File: config.mk
export PLATFORM = sky130hd
export DESIGN_NAME = io_stream_adapter_flat
export DESIGN_NICKNAME = d
export VERILOG_FILES = /design/src/rtl/io_stream_adapter_if.sv /design/src/rtl/io_stream_adapter.sv /design/src/flat_wrapper.sv
export SDC_FILE = /design/constraint.sdc
export NUM_CORES = 1
export LEC_CHECK = 0
export ABC_AREA = 0
export CAP_MARGIN = 20
export CORE_ASPECT_RATIO = 0.8
export CORE_UTILIZATION = 60
export DETAILED_ROUTE_END_ITERATION = 10
export GPL_TIMING_DRIVEN = 0
export PLACE_DENSITY_LB_ADDON = 0.15
export SYNTH_ARGS = -nofsm -noshare
export SYNTH_HDL_FRONTEND = slang
export SYNTH_SLANG_ARGS = --single-unit
File: constraint.sdc
create_clock -name clk -period 7.1 [get_ports clk]
set_input_delay 1.065 -clock clk [delete_from_list [all_inputs] [get_ports clk]]
set_output_delay 1.065 -clock clk [all_outputs]
set_load 0.03 [all_outputs]
File: src/rtl/io_stream_adapter_if.sv
// Stream bundle between the pad side, the adapter and the core side.
// slave  : the adapter's view (consumes pad-in and core-tx, produces core-rx and pad-out)
// master : the surrounding logic's view
interface io_stream_adapter_if #(
  parameter int IN_W   = 16,
  parameter int OUT_W  = 8,
  parameter int WORD_W = 32
) ();

  // pad input beats
  logic              in_vld;
  logic              in_rdy;
  logic [IN_W-1:0]   in_data;

  // packed words towards the core
  logic              core_rx_vld;
  logic              core_rx_rdy;
  logic [WORD_W-1:0] core_rx_data;

  // core words to serialise
  logic              core_tx_vld;
  logic              core_tx_rdy;
  logic [WORD_W-1:0] core_tx_data;

  // pad output beats
  logic              out_vld;
  logic              out_rdy;
  logic [OUT_W-1:0]  out_data;

  modport slave (
    input  in_vld, in_data,
    output in_rdy,
    output core_rx_vld, core_rx_data,
    input  core_rx_rdy,
    input  core_tx_vld, core_tx_data,
    output core_tx_rdy,
    output out_vld, out_data,
    input  out_rdy
  );

  modport master (
    output in_vld, in_data,
    input  in_rdy,
    input  core_rx_vld, core_rx_data,
    output core_rx_rdy,
    output core_tx_vld, core_tx_data,
    input  core_tx_rdy,
    input  out_vld, out_data,
    output out_rdy
  );

endinterface

File: src/rtl/io_stream_adapter.sv
// Pad-to-core stream adapter.
// RX: packs IN_W pad beats into WORD_W words and queues them in a DEPTH-entry FIFO.
// TX: queues WORD_W core words in a DEPTH-entry FIFO and serialises them into OUT_W pad beats.
// Optional macro IO_STREAM_STATS_EN adds rx_word_cnt / tx_word_cnt word counters.
module io_stream_adapter #(
  parameter int IN_W      = 16,
  parameter int OUT_W     = 8,
  parameter int WORD_W    = 32,
  parameter int DEPTH     = 4,
  parameter int MSB_FIRST = 0
) (
  input  logic               clk,
  input  logic               rst_n,
  input  logic               flush,
  io_stream_adapter_if.slave bus
`ifdef IO_STREAM_STATS_EN
  ,
  output logic [15:0]        rx_word_cnt,
  output logic [15:0]        tx_word_cnt
`endif
);

  localparam int RIN   = WORD_W / IN_W;
  localparam int ROUT  = WORD_W / OUT_W;
  localparam int RCW   = (RIN  > 1) ? $clog2(RIN)  : 1;
  localparam int TCW   = (ROUT > 1) ? $clog2(ROUT) : 1;
  localparam int PTR_W = (DEPTH > 1) ? $clog2(DEPTH) : 1;
  localparam int CNT_W = PTR_W + 1;

  localparam logic [RCW-1:0]    RX_LAST  = RCW'(RIN - 1);
  localparam logic [TCW-1:0]    TX_LAST  = TCW'(ROUT - 1);
  localparam logic [CNT_W-1:0]  FULL_CNT = CNT_W'(DEPTH);
  localparam logic [WORD_W-1:0] IN_MASK  = WORD_W'({IN_W{1'b1}});

  // Configuration checks evaluated at elaboration
  if (((WORD_W % IN_W) != 0) || ((WORD_W % OUT_W) != 0)) begin : g_width_err
    $error("io_stream_adapter: WORD_W must be a multiple of IN_W and OUT_W");
  end
  if ((DEPTH < 2) || ((DEPTH & (DEPTH - 1)) != 0)) begin : g_depth_err
    $error("io_stream_adapter: DEPTH must be a power of two >= 2");
  end

  typedef enum logic [0:0] {
    TX_IDLE,
    TX_SHIFT
  } tx_state_t;

  // ---------------------------------------------------------------------------
  // RX pack
  // ---------------------------------------------------------------------------
  logic [RCW-1:0]    rx_cnt;
  logic [WORD_W-1:0] pack_q;
  logic [WORD_W-1:0] rx_word;
  int                rx_slot;
  logic              rx_last;
  logic              in_fire;
  logic              rx_push;
  logic              rx_pop;

  logic [WORD_W-1:0] rx_mem [DEPTH];
  logic [PTR_W-1:0]  rx_wptr;
  logic [PTR_W-1:0]  rx_rptr;
  logic [CNT_W-1:0]  rx_count;
  logic              rx_full;
  logic              rx_empty;

  assign rx_full  = (rx_count == FULL_CNT);
  assign rx_empty = (rx_count == '0);
  assign rx_last  = (rx_cnt == RX_LAST);

  // Ready only looks at registered state, so there is no pad-in to pad-in path
  assign bus.in_rdy = rst_n & (~rx_last | ~rx_full);
  assign in_fire    = bus.in_vld & bus.in_rdy;
  assign rx_push    = in_fire & rx_last;
  assign rx_pop     = bus.core_rx_vld & bus.core_rx_rdy;

  assign bus.core_rx_vld  = ~rx_empty;
  assign bus.core_rx_data = rx_mem[rx_rptr];

  // Merge the incoming beat into its slice; on the last beat this is the complete word
  always_comb begin
    rx_slot = (MSB_FIRST != 0) ? (RIN - 1 - int'(rx_cnt)) : int'(rx_cnt);
    rx_word = (pack_q & ~(IN_MASK << (rx_slot * IN_W)))
            | (WORD_W'(bus.in_data) << (rx_slot * IN_W));
  end

  // Beat counter and partial word register
  always_ff @(posedge clk) begin
    if (!rst_n || flush) begin
      rx_cnt <= '0;
      pack_q <= '0;
    end else if (in_fire) begin
      pack_q <= rx_word;
      rx_cnt <= rx_last ? '0 : rx_cnt + RCW'(1);
    end
  end

  // RX FIFO storage
  always_ff @(posedge clk) begin
    if (rx_push && rst_n && !flush) begin
      rx_mem[rx_wptr] <= rx_word;
    end
  end

  // RX FIFO pointers and occupancy
  always_ff @(posedge clk) begin
    if (!rst_n || flush) begin
      rx_wptr  <= '0;
      rx_rptr  <= '0;
      rx_count <= '0;
    end else begin
      if (rx_push) begin
        rx_wptr <= rx_wptr + PTR_W'(1);
      end
      if (rx_pop) begin
        rx_rptr <= rx_rptr + PTR_W'(1);
      end
      case ({rx_push, rx_pop})
        2'b10:   rx_count <= rx_count + CNT_W'(1);
        2'b01:   rx_count <= rx_count - CNT_W'(1);
        default: rx_count <= rx_count;
      endcase
    end
  end

  // ---------------------------------------------------------------------------
  // TX FIFO
  // ---------------------------------------------------------------------------
  logic [WORD_W-1:0] tx_mem [DEPTH];
  logic [PTR_W-1:0]  tx_wptr;
  logic [PTR_W-1:0]  tx_rptr;
  logic [CNT_W-1:0]  tx_count;
  logic              tx_full;
  logic              tx_empty;
  logic              tx_push;
  logic              tx_pop;
  logic [WORD_W-1:0] tx_head;

  assign tx_full  = (tx_count == FULL_CNT);
  assign tx_empty = (tx_count == '0);
  assign tx_head  = tx_mem[tx_rptr];

  assign bus.core_tx_rdy = rst_n & ~tx_full;
  assign tx_push         = bus.core_tx_vld & bus.core_tx_rdy;

  // TX FIFO storage
  always_ff @(posedge clk) begin
    if (tx_push && rst_n && !flush) begin
      tx_mem[tx_wptr] <= bus.core_tx_data;
    end
  end

  // TX FIFO pointers and occupancy
  always_ff @(posedge clk) begin
    if (!rst_n || flush) begin
      tx_wptr  <= '0;
      tx_rptr  <= '0;
      tx_count <= '0;
    end else begin
      if (tx_push) begin
        tx_wptr <= tx_wptr + PTR_W'(1);
      end
      if (tx_pop) begin
        tx_rptr <= tx_rptr + PTR_W'(1);
      end
      case ({tx_push, tx_pop})
        2'b10:   tx_count <= tx_count + CNT_W'(1);
        2'b01:   tx_count <= tx_count - CNT_W'(1);
        default: tx_count <= tx_count;
      endcase
    end
  end

  // ---------------------------------------------------------------------------
  // TX serialiser
  // ---------------------------------------------------------------------------
  tx_state_t         tx_state;
  logic [WORD_W-1:0] tx_shift;
  logic [TCW-1:0]    tx_cnt;
  logic              out_vld_q;
  logic [OUT_W-1:0]  out_data_q;
  logic              tx_last_beat;

  function automatic logic [OUT_W-1:0] beat_of(input logic [WORD_W-1:0] w,
                                               input logic [TCW-1:0]    idx);
    int                slot;
    logic [WORD_W-1:0] s;
    slot = (MSB_FIRST != 0) ? (ROUT - 1 - int'(idx)) : int'(idx);
    s    = w >> (slot * OUT_W);
    return s[OUT_W-1:0];
  endfunction

  // In SHIFT the output is always valid, so out_rdy alone completes a beat
  assign tx_last_beat = (tx_state == TX_SHIFT) & bus.out_rdy & (tx_cnt == TX_LAST);
  assign tx_pop       = ~tx_empty & ((tx_state == TX_IDLE) | tx_last_beat);

  assign bus.out_vld  = out_vld_q;
  assign bus.out_data = out_data_q;

  // Serialiser FSM; the next beat is precomputed so pad outputs come straight from flops
  always_ff @(posedge clk) begin
    if (!rst_n || flush) begin
      tx_state   <= TX_IDLE;
      tx_shift   <= '0;
      tx_cnt     <= '0;
      out_vld_q  <= 1'b0;
      out_data_q <= '0;
    end else begin
      case (tx_state)
        TX_IDLE: begin
          if (!tx_empty) begin
            tx_shift   <= tx_head;
            tx_cnt     <= '0;
            out_vld_q  <= 1'b1;
            out_data_q <= beat_of(tx_head, TCW'(0));
            tx_state   <= TX_SHIFT;
          end
        end
        TX_SHIFT: begin
          if (bus.out_rdy) begin
            if (tx_cnt != TX_LAST) begin
              tx_cnt     <= tx_cnt + TCW'(1);
              out_data_q <= beat_of(tx_shift, tx_cnt + TCW'(1));
            end else if (!tx_empty) begin
              tx_shift   <= tx_head;
              tx_cnt     <= '0;
              out_data_q <= beat_of(tx_head, TCW'(0));
            end else begin
              out_vld_q <= 1'b0;
              tx_state  <= TX_IDLE;
            end
          end
        end
        default: begin
          out_vld_q <= 1'b0;
          tx_state  <= TX_IDLE;
        end
      endcase
    end
  end

`ifdef IO_STREAM_STATS_EN
  // Word counters: RX counts FIFO pushes, TX counts words whose last beat left the pad
  always_ff @(posedge clk) begin
    if (!rst_n || flush) begin
      rx_word_cnt <= '0;
      tx_word_cnt <= '0;
    end else begin
      if (rx_push) begin
        rx_word_cnt <= rx_word_cnt + 16'd1;
      end
      if (tx_last_beat) begin
        tx_word_cnt <= tx_word_cnt + 16'd1;
      end
    end
  end
`endif

endmodule

File: src/flat_wrapper.sv
// flat-port wrapper written by rule: the top's interface ports become plain ports
module io_stream_adapter_flat 
#(
  parameter int IN_W      = 16,
  parameter int OUT_W     = 8,
  parameter int WORD_W    = 32,
  parameter int DEPTH     = 4,
  parameter int MSB_FIRST = 0
)
  (clk, rst_n, flush, bus_in_vld, bus_in_data, bus_in_rdy, bus_core_rx_vld, bus_core_rx_data, bus_core_rx_rdy, bus_core_tx_vld, bus_core_tx_data, bus_core_tx_rdy, bus_out_vld, bus_out_data, bus_out_rdy);
  io_stream_adapter_if #(.IN_W(IN_W), .OUT_W(OUT_W), .WORD_W(WORD_W)) bus_i ();
  input  logic clk;
  input  logic rst_n;
  input  logic flush;
  input wire logic [$bits(bus_i.in_vld)-1:0] bus_in_vld;
  input wire logic [$bits(bus_i.in_data)-1:0] bus_in_data;
  output wire logic [$bits(bus_i.in_rdy)-1:0] bus_in_rdy;
  output wire logic [$bits(bus_i.core_rx_vld)-1:0] bus_core_rx_vld;
  output wire logic [$bits(bus_i.core_rx_data)-1:0] bus_core_rx_data;
  input wire logic [$bits(bus_i.core_rx_rdy)-1:0] bus_core_rx_rdy;
  input wire logic [$bits(bus_i.core_tx_vld)-1:0] bus_core_tx_vld;
  input wire logic [$bits(bus_i.core_tx_data)-1:0] bus_core_tx_data;
  output wire logic [$bits(bus_i.core_tx_rdy)-1:0] bus_core_tx_rdy;
  output wire logic [$bits(bus_i.out_vld)-1:0] bus_out_vld;
  output wire logic [$bits(bus_i.out_data)-1:0] bus_out_data;
  input wire logic [$bits(bus_i.out_rdy)-1:0] bus_out_rdy;
  assign bus_i.in_vld = bus_in_vld;
  assign bus_i.in_data = bus_in_data;
  assign bus_in_rdy = bus_i.in_rdy;
  assign bus_core_rx_vld = bus_i.core_rx_vld;
  assign bus_core_rx_data = bus_i.core_rx_data;
  assign bus_i.core_rx_rdy = bus_core_rx_rdy;
  assign bus_i.core_tx_vld = bus_core_tx_vld;
  assign bus_i.core_tx_data = bus_core_tx_data;
  assign bus_core_tx_rdy = bus_i.core_tx_rdy;
  assign bus_out_vld = bus_i.out_vld;
  assign bus_out_data = bus_i.out_data;
  assign bus_i.out_rdy = bus_out_rdy;
  io_stream_adapter #(.IN_W(IN_W), .OUT_W(OUT_W), .WORD_W(WORD_W), .DEPTH(DEPTH), .MSB_FIRST(MSB_FIRST)) u_core (.clk(clk), .rst_n(rst_n), .flush(flush), .bus(bus_i));
endmodule
**Yosys cells after proc, flatten, opt, wreduce, memory -nomap -nowiden**

Memory sizes are Yosys's and may differ from the RTL's. A register that Yosys moved wholly into a read port is not among the register bits.
Cells that the tools add are included.
Widths: inputs -> output; s select.

- Bits in writable memories: 256
- Logic and storage cells: 105
- Bits of input ports: 55
- Memories: 2
- Bits in registers: 91
- Output and inout bits: 44

- Shifts and indexed selects: 3
- Mux-type cells: 32
- Equal/unequal tests: 12
- Reductions and logical operators: 13
- Bitwise gates (word level): 20
- $add $sub $neg: 10

Memory list:

| name | depth | width | read ports | clocked after memory_dff | wr ports | line | text |
|---|---|---|---|---|---|---|---|
| u_core.rx_mem | 4 | 32 | 1 | 1 | 1 | io_stream_adapter.sv:60 | `logic [WORD_W-1:0] rx_mem [DEPTH];` |
| u_core.tx_mem | 4 | 32 | 1 | 1 | 1 | io_stream_adapter.sv:129 | `logic [WORD_W-1:0] tx_mem [DEPTH];` |

Operators with widths:

| cell | number |
|---|---|
| $mux 32 | 3 |
| $pmux 32 s2 | 1 |
| $and 32x32->32 | 1 |
| $not 32->32 | 1 |
| $or 32x32->32 | 1 |
| $shl 16x5->32 | 1 |
| $shl 16x5->32 const A | 1 |
| $shr 32x5->8 | 1 |
| $mux 8 | 3 |
| $pmux 8 s2 | 1 |
| $mux 2 | 7 |
| $mux 1 | 12 |
| $pmux 3 s2 | 2 |
| $add 2x1->2 const B | 5 |
| $and 1x1->1 | 9 |
| $ne 2x2->1 const B | 4 |
| $add 3x1->3 const B | 2 |
| $eq 2x2->1 const B | 3 |
| $eq 3x3->1 const B | 2 |
| $logic_not 3->1 | 2 |
| $not 1->1 | 6 |
| $sub 3x1->3 const B | 2 |
| $eq 2x1->1 const B | 2 |
| $logic_and 1x1->1 | 4 |
| 10 further kinds | 14 |

**Logic depth before layout (Yosys ltp)**

Gate-level depths: netlist of run 1.

- Depth after elaboration: 10
- Mapped depth: 11
- Gate-level depth less buffers: 10

**Worst setup path after synthesis of run 1**

Ideal clock, no wire load.

- Path kind: input-to-reg
- Start: input port rst_n
- End: memory u_core.rx_mem[1][0] (enable)
- Arrival time: 3718 ps
- Stages on the path: 2
- Library setup time: 468 ps
- Required time: 6632 ps
- Buffers on the path: 0
- Slack: 2915 ps
- Cells stage by stage: o2111ai_2 > nor3b_1

- Longest elaborated chain between the ends: 7

Ends and longest elaborated chain:

| what | line | text |
|---|---|---|
| from (decl) | flat_wrapper.sv:13 | `input logic rst_n;` |
| $and 1x1->1 | io_stream_adapter.sv:72 | `assign bus.in_rdy = rst_n & (~rx_last \| ~rx_full);` |
| $and 1x1->1 | io_stream_adapter.sv:73 | `assign in_fire = bus.in_vld & bus.in_rdy;` |
| $and 1x1->1 | io_stream_adapter.sv:74 | `assign rx_push = in_fire & rx_last;` |
| $logic_and 1x1->1 (*) (2 in series) | io_stream_adapter.sv:100 | `if (rx_push && rst_n && !flush) begin` |
| $mux 1 (*) | io_stream_adapter.sv:100 |  |
| $mux 1 (not written as such) (*) | io_stream_adapter.sv:101 | `rx_mem[rx_wptr] <= rx_word;` |
| to (decl) | io_stream_adapter.sv:60 |  |

Every way passes the cells marked *; elsewhere a longest branch is shown, timed or not.

==> summary.txt, run 1 <==
Routed via count - 7,300
TritonCTS clock tree - built
Die Span Y - 136.2 um
Number of flops mapped to enable cells by yosys - 256
Type of element capturing the critical path - primary output
DR WL/cell - 22.27 um
Unique cell type count in the Yosys netlist - 42
Worst skew pair latency - 530 ps
Root Buffer Master - clkbuf_16
Predominant post-synthesis flop cell - edfxtp_1
Area inside the core boundary - 21,800 um2
Number of I/O pins - 99
Number of antenna violations at the first check in global routing - 0
Number of antenna-violating nets in the routed design - 0
Synthesized instance count - 765
Min-Delay Path Depth - 2
Number of clock sinks - 351
Most common cell in the netlist - edfxtp_1
Startpoint of the lowest-slack hold path - u_core.tx_shift[31]
Detailed-route wire length - 27,590 um
Row count - 48
Growth of design area from synthesis to finish - 19.36%
Placed cell count - 1,175
Total GRT Usage - 24.78%
Post-Syn Nets - 833
Leakage power - 5.119 nW
Commonest cells post-synth - edfxtp_1, dfxtp_1, mux4_2
Flop and latch count out of synthesis - 351
Required time at the endpoint of the critical path - 6030 ps
Final-report max-slew violation count - 0
Fraction of synthesized cell area taken by the top area cell type - 56.92%
Fraction of layout cells with a size suffix above 1 - 21.83%
Post-layout minimum cycle time - 3799 ps
Clock Skews - 16.54 ps
Number of buffer cells added on primary ports - 98
Endpoints failing setup - 0
Via count of the first global-routing pass - 7,437
Post-CTS repair timing setup buffer count - 0
Max FO, Critical Path - 10
Synthesized area - 13,510 um2
Post-route non-filler standard cell count - 1,239
Power Dens Cells - 262.1 nW/um2
Area of combinational cells with multiple inputs - 3654 um2
Synth top area cells - edfxtp_1, dfxtp_1, mux4_2, mux2_2, mux2i_1
Ys async rst share - 0%
Outcome - completed
Residual DRC - 0
Total die area - 23,120 um2
Final RePlAce weighted congestion - 0.9052
Remaining global-route overflow - 0
Slew margin rel. - 35.81%
Worst Hold Path EP - u_core.tx_shift[31]
Class of the most critical setup path - reg -> out
Number of buffers created by CTS - 35
Maximum clock path buffer count - 3
Avg Synthesized Cell Area - 17.65 um2
Via density per instance - 5.892
Peak Freq - 0.2632 GHz
Wire length of the first global-routing pass - 42,190 um
Number of max-capacitance violations reported - 0
Reg2Reg Setup Slack - 4340 ps
Htree depth - 2
Clock-pin slew reported for the worst setup and hold paths after clock tree synthesis - 60 ps
Pre-Repair DR Iteration Count - 5
Final sum of negative setup slack - 0 ps
Detailed-placement wirelength estimate - 18,530 um
Count of fill cells added during filler insertion - 1,285
Ant diodes - 0
Reg2reg end - u_core.tx_count[2]
R2r worst-path depth - 11
Hold buffer count at cts - 0
Library cell with the largest summed area after synthesis - edfxtp_1
Initial core utilization - 61.95%
Startpoint kind of the worst setup timing path - flop
Max rail drop VDD - 220.5 uV
Hold Path Class - reg -> reg
Starting DRT DRC Count - 741
Worst path arrival time - 2730 ps
Critical R2R Launch - u_core.tx_cnt[0]
Synth warnings - 0
Die W - 169.7 um
Storage cell area - 9589 um2
Post-CTS sizing - 0
Least-Margin Pin Slew - 962.9 ps
Unrepaired setup endpoints after global routing - no
Pin count of the biggest net entering global routing - 33
Hold violation total from the final report - 0
Tcrit/Tclk final - 53.51%
Number of nets in the final layout - 980
Sequential element share of the synthesized area - 71.00%
==> kinds of logic (layout without fill, tap and decap cells) <==
group	count (synthesis)	after routing	share of synthesized area, %
compound gates	69	69	3.604
xor+xnor	11	11	0.7133
fa+ha+maj	13	13	1.316
buf+inv	54	228	2.131
flops	351	351	71.00
mux	137	137	17.12
simple gates	130	130	4.113
==> layout make-up <==
type	count	area share, %
sequential	351	59.48
clock inverter	17	1.040
multi-input combinational	360	22.66
clock buffer	47	5.775
inverter	13	0.3027
buffer	41	1.482
timing repair buffer	110	6.923
tap	300	2.328
==> power by group <==
group          leakage, nW  switching (mW)  internal (mW)
logic                 1.59           0.120         0.0971
registers             3.00          0.0115           2.22
clock network        0.535           0.744           1.04
total                 5.12           0.875           3.35
==> routing by layer <==
metal / vias to the layer above / GRT usage [%] / share of wire [%]
li1: 3244 / - / -
met1: 3735 / 37.61 / 45
met2: 275 / 37.43 / 46
met3: 46 / 4.367 / 7.0
met4: 0 / 6.757 / 1.8
met5: - / 0 / 0
==> per-stage QoR <==
step / hold WS [ps] / total power, mW / utilization (%) / instance area (um2) / setup WS [ps]
final: 456.4 / 4.225 / 73.94 / 16120 / 3301
after global routing: 482.3 / 4.344 / 73.94 / 16120 / 3165
after CTS: 456.5 / 4.247 / 73.94 / 16120 / 3238
after detailed placement: 447.9 / 2.486 / 68.91 / 15020 / 3278
after global placement: 439.5 / 2.475 / 68.17 / 14860 / 335.4
after floorplan: 433.1 / 2.394 / - / 13510 / 2915
==> flip-flops by register name (all words and copies together), names as in the netlist, named ones only <==
| signal | cells |
|---|---|
| u_core.pack_q | 32 |
| u_core.rx_wptr | 2 |
| u_core.rx_mem | 128 |
| u_core.tx_cnt | 2 |
| u_core.rx_count | 3 |
| u_core.tx_wptr | 2 |
| u_core.bus.out_vld | 1 |
| u_core.tx_mem | 128 |
| u_core.tx_count | 3 |
| u_core.tx_state | 1 |
| u_core.tx_shift | 32 |
| u_core.tx_rptr | 2 |
| u_core.rx_cnt | 1 |
| u_core.bus.out_data | 8 |
| u_core.rx_rptr | 2 |
==> worst max path at each step <==
stage	startpoint	end	cells after the start
after floorplan	rst_n	u_core.rx_mem[1][0]	2
after global placement	rst_n	u_core.rx_mem[0][20]	3
after detailed placement	bus_out_rdy	u_core.tx_count[2]	11
after CTS	flop	bus_core_rx_data[8]	4
after global routing	flop	bus_core_rx_data[7]	4
final	flop	bus_core_rx_data[8]	4
==> cell usage in the layout, fill, tap and decap left out, types with 6 or more instances in the layout <==
cell type	netlist	routed
edfxtp_1	256	256
clkdlybuf4s50_1	0	98
dfxtp_1	95	95
mux4_2	72	72
nand2_1	56	56
nor2_1	53	53
clkbuf_16	0	35
a21oi_1	34	34
mux2i_1	33	33
mux2_2	32	32
clkbuf_1	12	23
buf_6	8	20
buf_2	14	14
o21a_1	13	13
inv_1	12	12
ha_1	11	11
xor2_1	6	6
==> critical path, cell delays in order (launching register included) <==
cell             delay, ps
dfxtp_1                300
clkbuf_1               270
buf_2                  420
mux4_2                 600
clkdlybuf4s50_1        620
Power figures use the tool's default switching activity.
==> run 2: changes to the inputs <==
CORE_UTILIZATION = 52   (was 60)
clock period = 3.15 ns   (was 7.1 ns; I/O delays follow)
==> run 2 against run 1 <==
  * Sequential power increased by 130%
  * Routed wire length grew 0.88%
  * Largest cell class unchanged
  * Cell count up 1.9%
  * Highest routed layer is now met5
  * Die area grew 15%
  * Largest power group unchanged
  * Register-to-register slack worse by 4000 ps
  * Critical endpoint is now bus_core_rx_data[5]
  * Critical path type unchanged
==> summary.txt, run 2 (same netlist as run 1, synthesis figures left out) <==
Placed cell count - 1,199 (+2.0%)
Worst skew pair latency - 500 ps (-30 ps)
Number of nets in the final layout - 981 (+0.10%)
Maximum clock path buffer count - 3 (unchanged)
Count of fill cells added during filler insertion - 1,798 (+40%)
Hold buffer count at cts - 0 (unchanged)
Critical path's slowest cell - clkdlybuf4s50_1
Max rail drop VDD - 413.5 uV (+88%)
Placed inst area - 15,060 um2 (+0.23%)
Routed via count - 7,133 (-2.3%)
Leakage power - 5.114 nW (about the same)
Number of antenna violations at the first check in global routing - 2 (+2)
Row count - 52 (+8.3%)
Number of antenna-violating nets in the routed design - 0 (unchanged)
Number of buffers created by CTS - 36 (+2.9%)
Number of clock sinks - 351 (unchanged)
Hold Path Class - reg -> reg
Post-CTS sizing - 3 (+3)
DR WL/cell - 22.04 um (-1.0%)
Tcrit/Tclk final - 95.73%
Clock-pin slew reported for the worst setup and hold paths after clock tree synthesis - 60 ps (about the same)
Critical R2R Launch - u_core.rx_cnt
Fraction of layout cells with a size suffix above 1 - 21.41% (-0.43 points)
Number of buffer cells added on primary ports - 98 (unchanged)
Layout Utilization - 63.70% (-10 points)
Post-layout total power - 9.475 mW (+120%)
Area inside the core boundary - 25,370 um2 (+16%)
Slew margin rel. - 34.54% (-1.3 points)
Unrepaired setup endpoints after global routing - no
Capturing element of the worst setup path - bus_core_rx_data[5]
Pin count of the biggest net entering global routing - 33 (unchanged)
Cell-by-cell listing of the critical path - clkbuf_1, mux4_2, clkdlybuf4s50_1
Final-report max-slew violation count - 0 (unchanged)
Required time at the endpoint of the critical path - 2680 ps (-3350 ps)
Reg2Reg Setup Slack - 380 ps (-3960 ps)
Final sum of negative setup slack - 0 ps (unchanged)
Most common cell after layout, fill and taps aside - edfxtp_1
Initial core utilization - 53.22% (-8.7 points)
Die W - 182.2 um (+7.3%)
Detailed-placement wirelength estimate - 18,950 um (+2.3%)
TritonCTS clock tree - built
Final instance area - 16,160 um2 (+0.26%)
Storage cell area - 9589 um2 (unchanged)
Post-layout minimum cycle time - 3015 ps
Max FO, Critical Path - 10 (unchanged)
Pre-Repair DR Iteration Count - 4 (-1)
Die Span Y - 146.1 um (+7.3%)
Least-Margin Pin Slew - 982.0 ps (+19.07 ps)
Outcome - completed
Growth of design area from synthesis to finish - 19.68%
Ant diodes - 0 (unchanged)
Residual DRC - 0 (unchanged)
Area of combinational cells with multiple inputs - 3654 um2 (unchanged)
Total die area - 26,620 um2 (+15%)
Type of element capturing the critical path - primary output
Class of the most critical setup path - reg -> out
Number of max-capacitance violations reported - 0 (unchanged)
Startpoint kind of the worst setup timing path - flop
R2r worst-path depth - 6 (-5)
Most frequent cells in the layout - edfxtp_1, clkdlybuf4s50_1, dfxtp_1
Post-route non-filler standard cell count - 1,263 (+1.9%)
Via count of the first global-routing pass - 7,654 (+2.9%)
Starting DRT DRC Count - 482 (-35%)
Clock Skews - 15.11 ps (-1.430 ps)
Power Dens Cells - 586.2 nW/um2 (+120%)
Root Buffer Master - clkbuf_16
Hold violation total from the final report - 0 (unchanged)
Final RePlAce weighted congestion - 0.8445 (-6.7%)
Post-CTS repair timing setup buffer count - 0 (unchanged)
Htree depth - 2 (unchanged)
Wire length of the first global-routing pass - 43,150 um (+2.3%)
Registers with the most flip-flops - u_core.rx_mem x128, u_core.tx_mem x128
Detailed-route wire length - 27,830 um (+0.88%)
Via density per instance - 5.648 (-4.1%)
Reg2reg end - u_core.rx_mem[3][15]
Delay of the slowest cell on the worst path - 610 ps (about the same)
Total GRT Usage - 21.59% (-3.2 points)
Peak Freq - 0.3316 GHz
Number of I/O pins - 99 (unchanged)
Worst path arrival time - 2540 ps (-190 ps)
Remaining global-route overflow - 0 (unchanged)
Endpoints failing setup - 0 (unchanged)
run 2: metal layers:
metal,part of all wire (%),wire (um),track usage (%),vias up
li1,-,-,-,3247
met3,4.7,1309,4.041,36
met5,0.072,20,0,-
met1,48,13240,32.28,3675
met2,46,12880,33.20,171
met4,1.4,386,4.958,4
run 2: stage by stage:
stage / hold WS [ps] / worst slack, ps
2_1_floorplan: 433.1 / -691.0
3_3_place_gp: 441.1 / -3132
3_5_place_dp: 449.3 / -24.27
4_1_cts: 459.0 / 35.44
5_1_grt: 478.1 / 39.15
6_report: 458.3 / 134.6
run 2: worst min-delay path by stage:
stage | start | to | slack (ps) | cells after the start
floorplan | u_core.tx_shift[4] | u_core.tx_shift[4] | 430 | 2
CTS | u_core.tx_shift[12] | u_core.tx_shift[12] | 460 | 2
global placement | u_core.tx_shift[5] | u_core.tx_shift[5] | 440 | 2
finish | u_core.tx_shift[12] | u_core.tx_shift[12] | 460 | 2
detailed placement | u_core.tx_shift[11] | u_core.tx_shift[11] | 450 | 2
global route | u_core.tx_shift[12] | u_core.tx_shift[12] | 480 | 2
run 2: area by class of cell:
type                            instances  share of cell area [%]
Inverter                               13                  0.3019
Tap cell                              324                   2.508
Clock inverter                         15                  0.7431
Clock buffer                           49                   6.007
Sequential cell                       351                   59.33
Timing Repair Buffer                  110                   6.928
Buffer                                 41                   1.579
Multi-Input combinational cell        360                   22.60
run 2: worst max-delay path, delay by kind of cell (launching register included):
| family | cells | cell delay, ps |
|---|---|---|
| buffers and inverters | 2 | 1160 |
| multiplexers | 1 | 450 |
| flip-flops | 1 | 420 |
run 2: report_power, final:
part,leakage (nW),internal [mW],total [mW],switching [mW]
Clock,0.525,2.32,3.96,1.64
Combinational,1.59,0.219,0.491,0.272
Sequential,3.00,5.00,5.02,0.0252
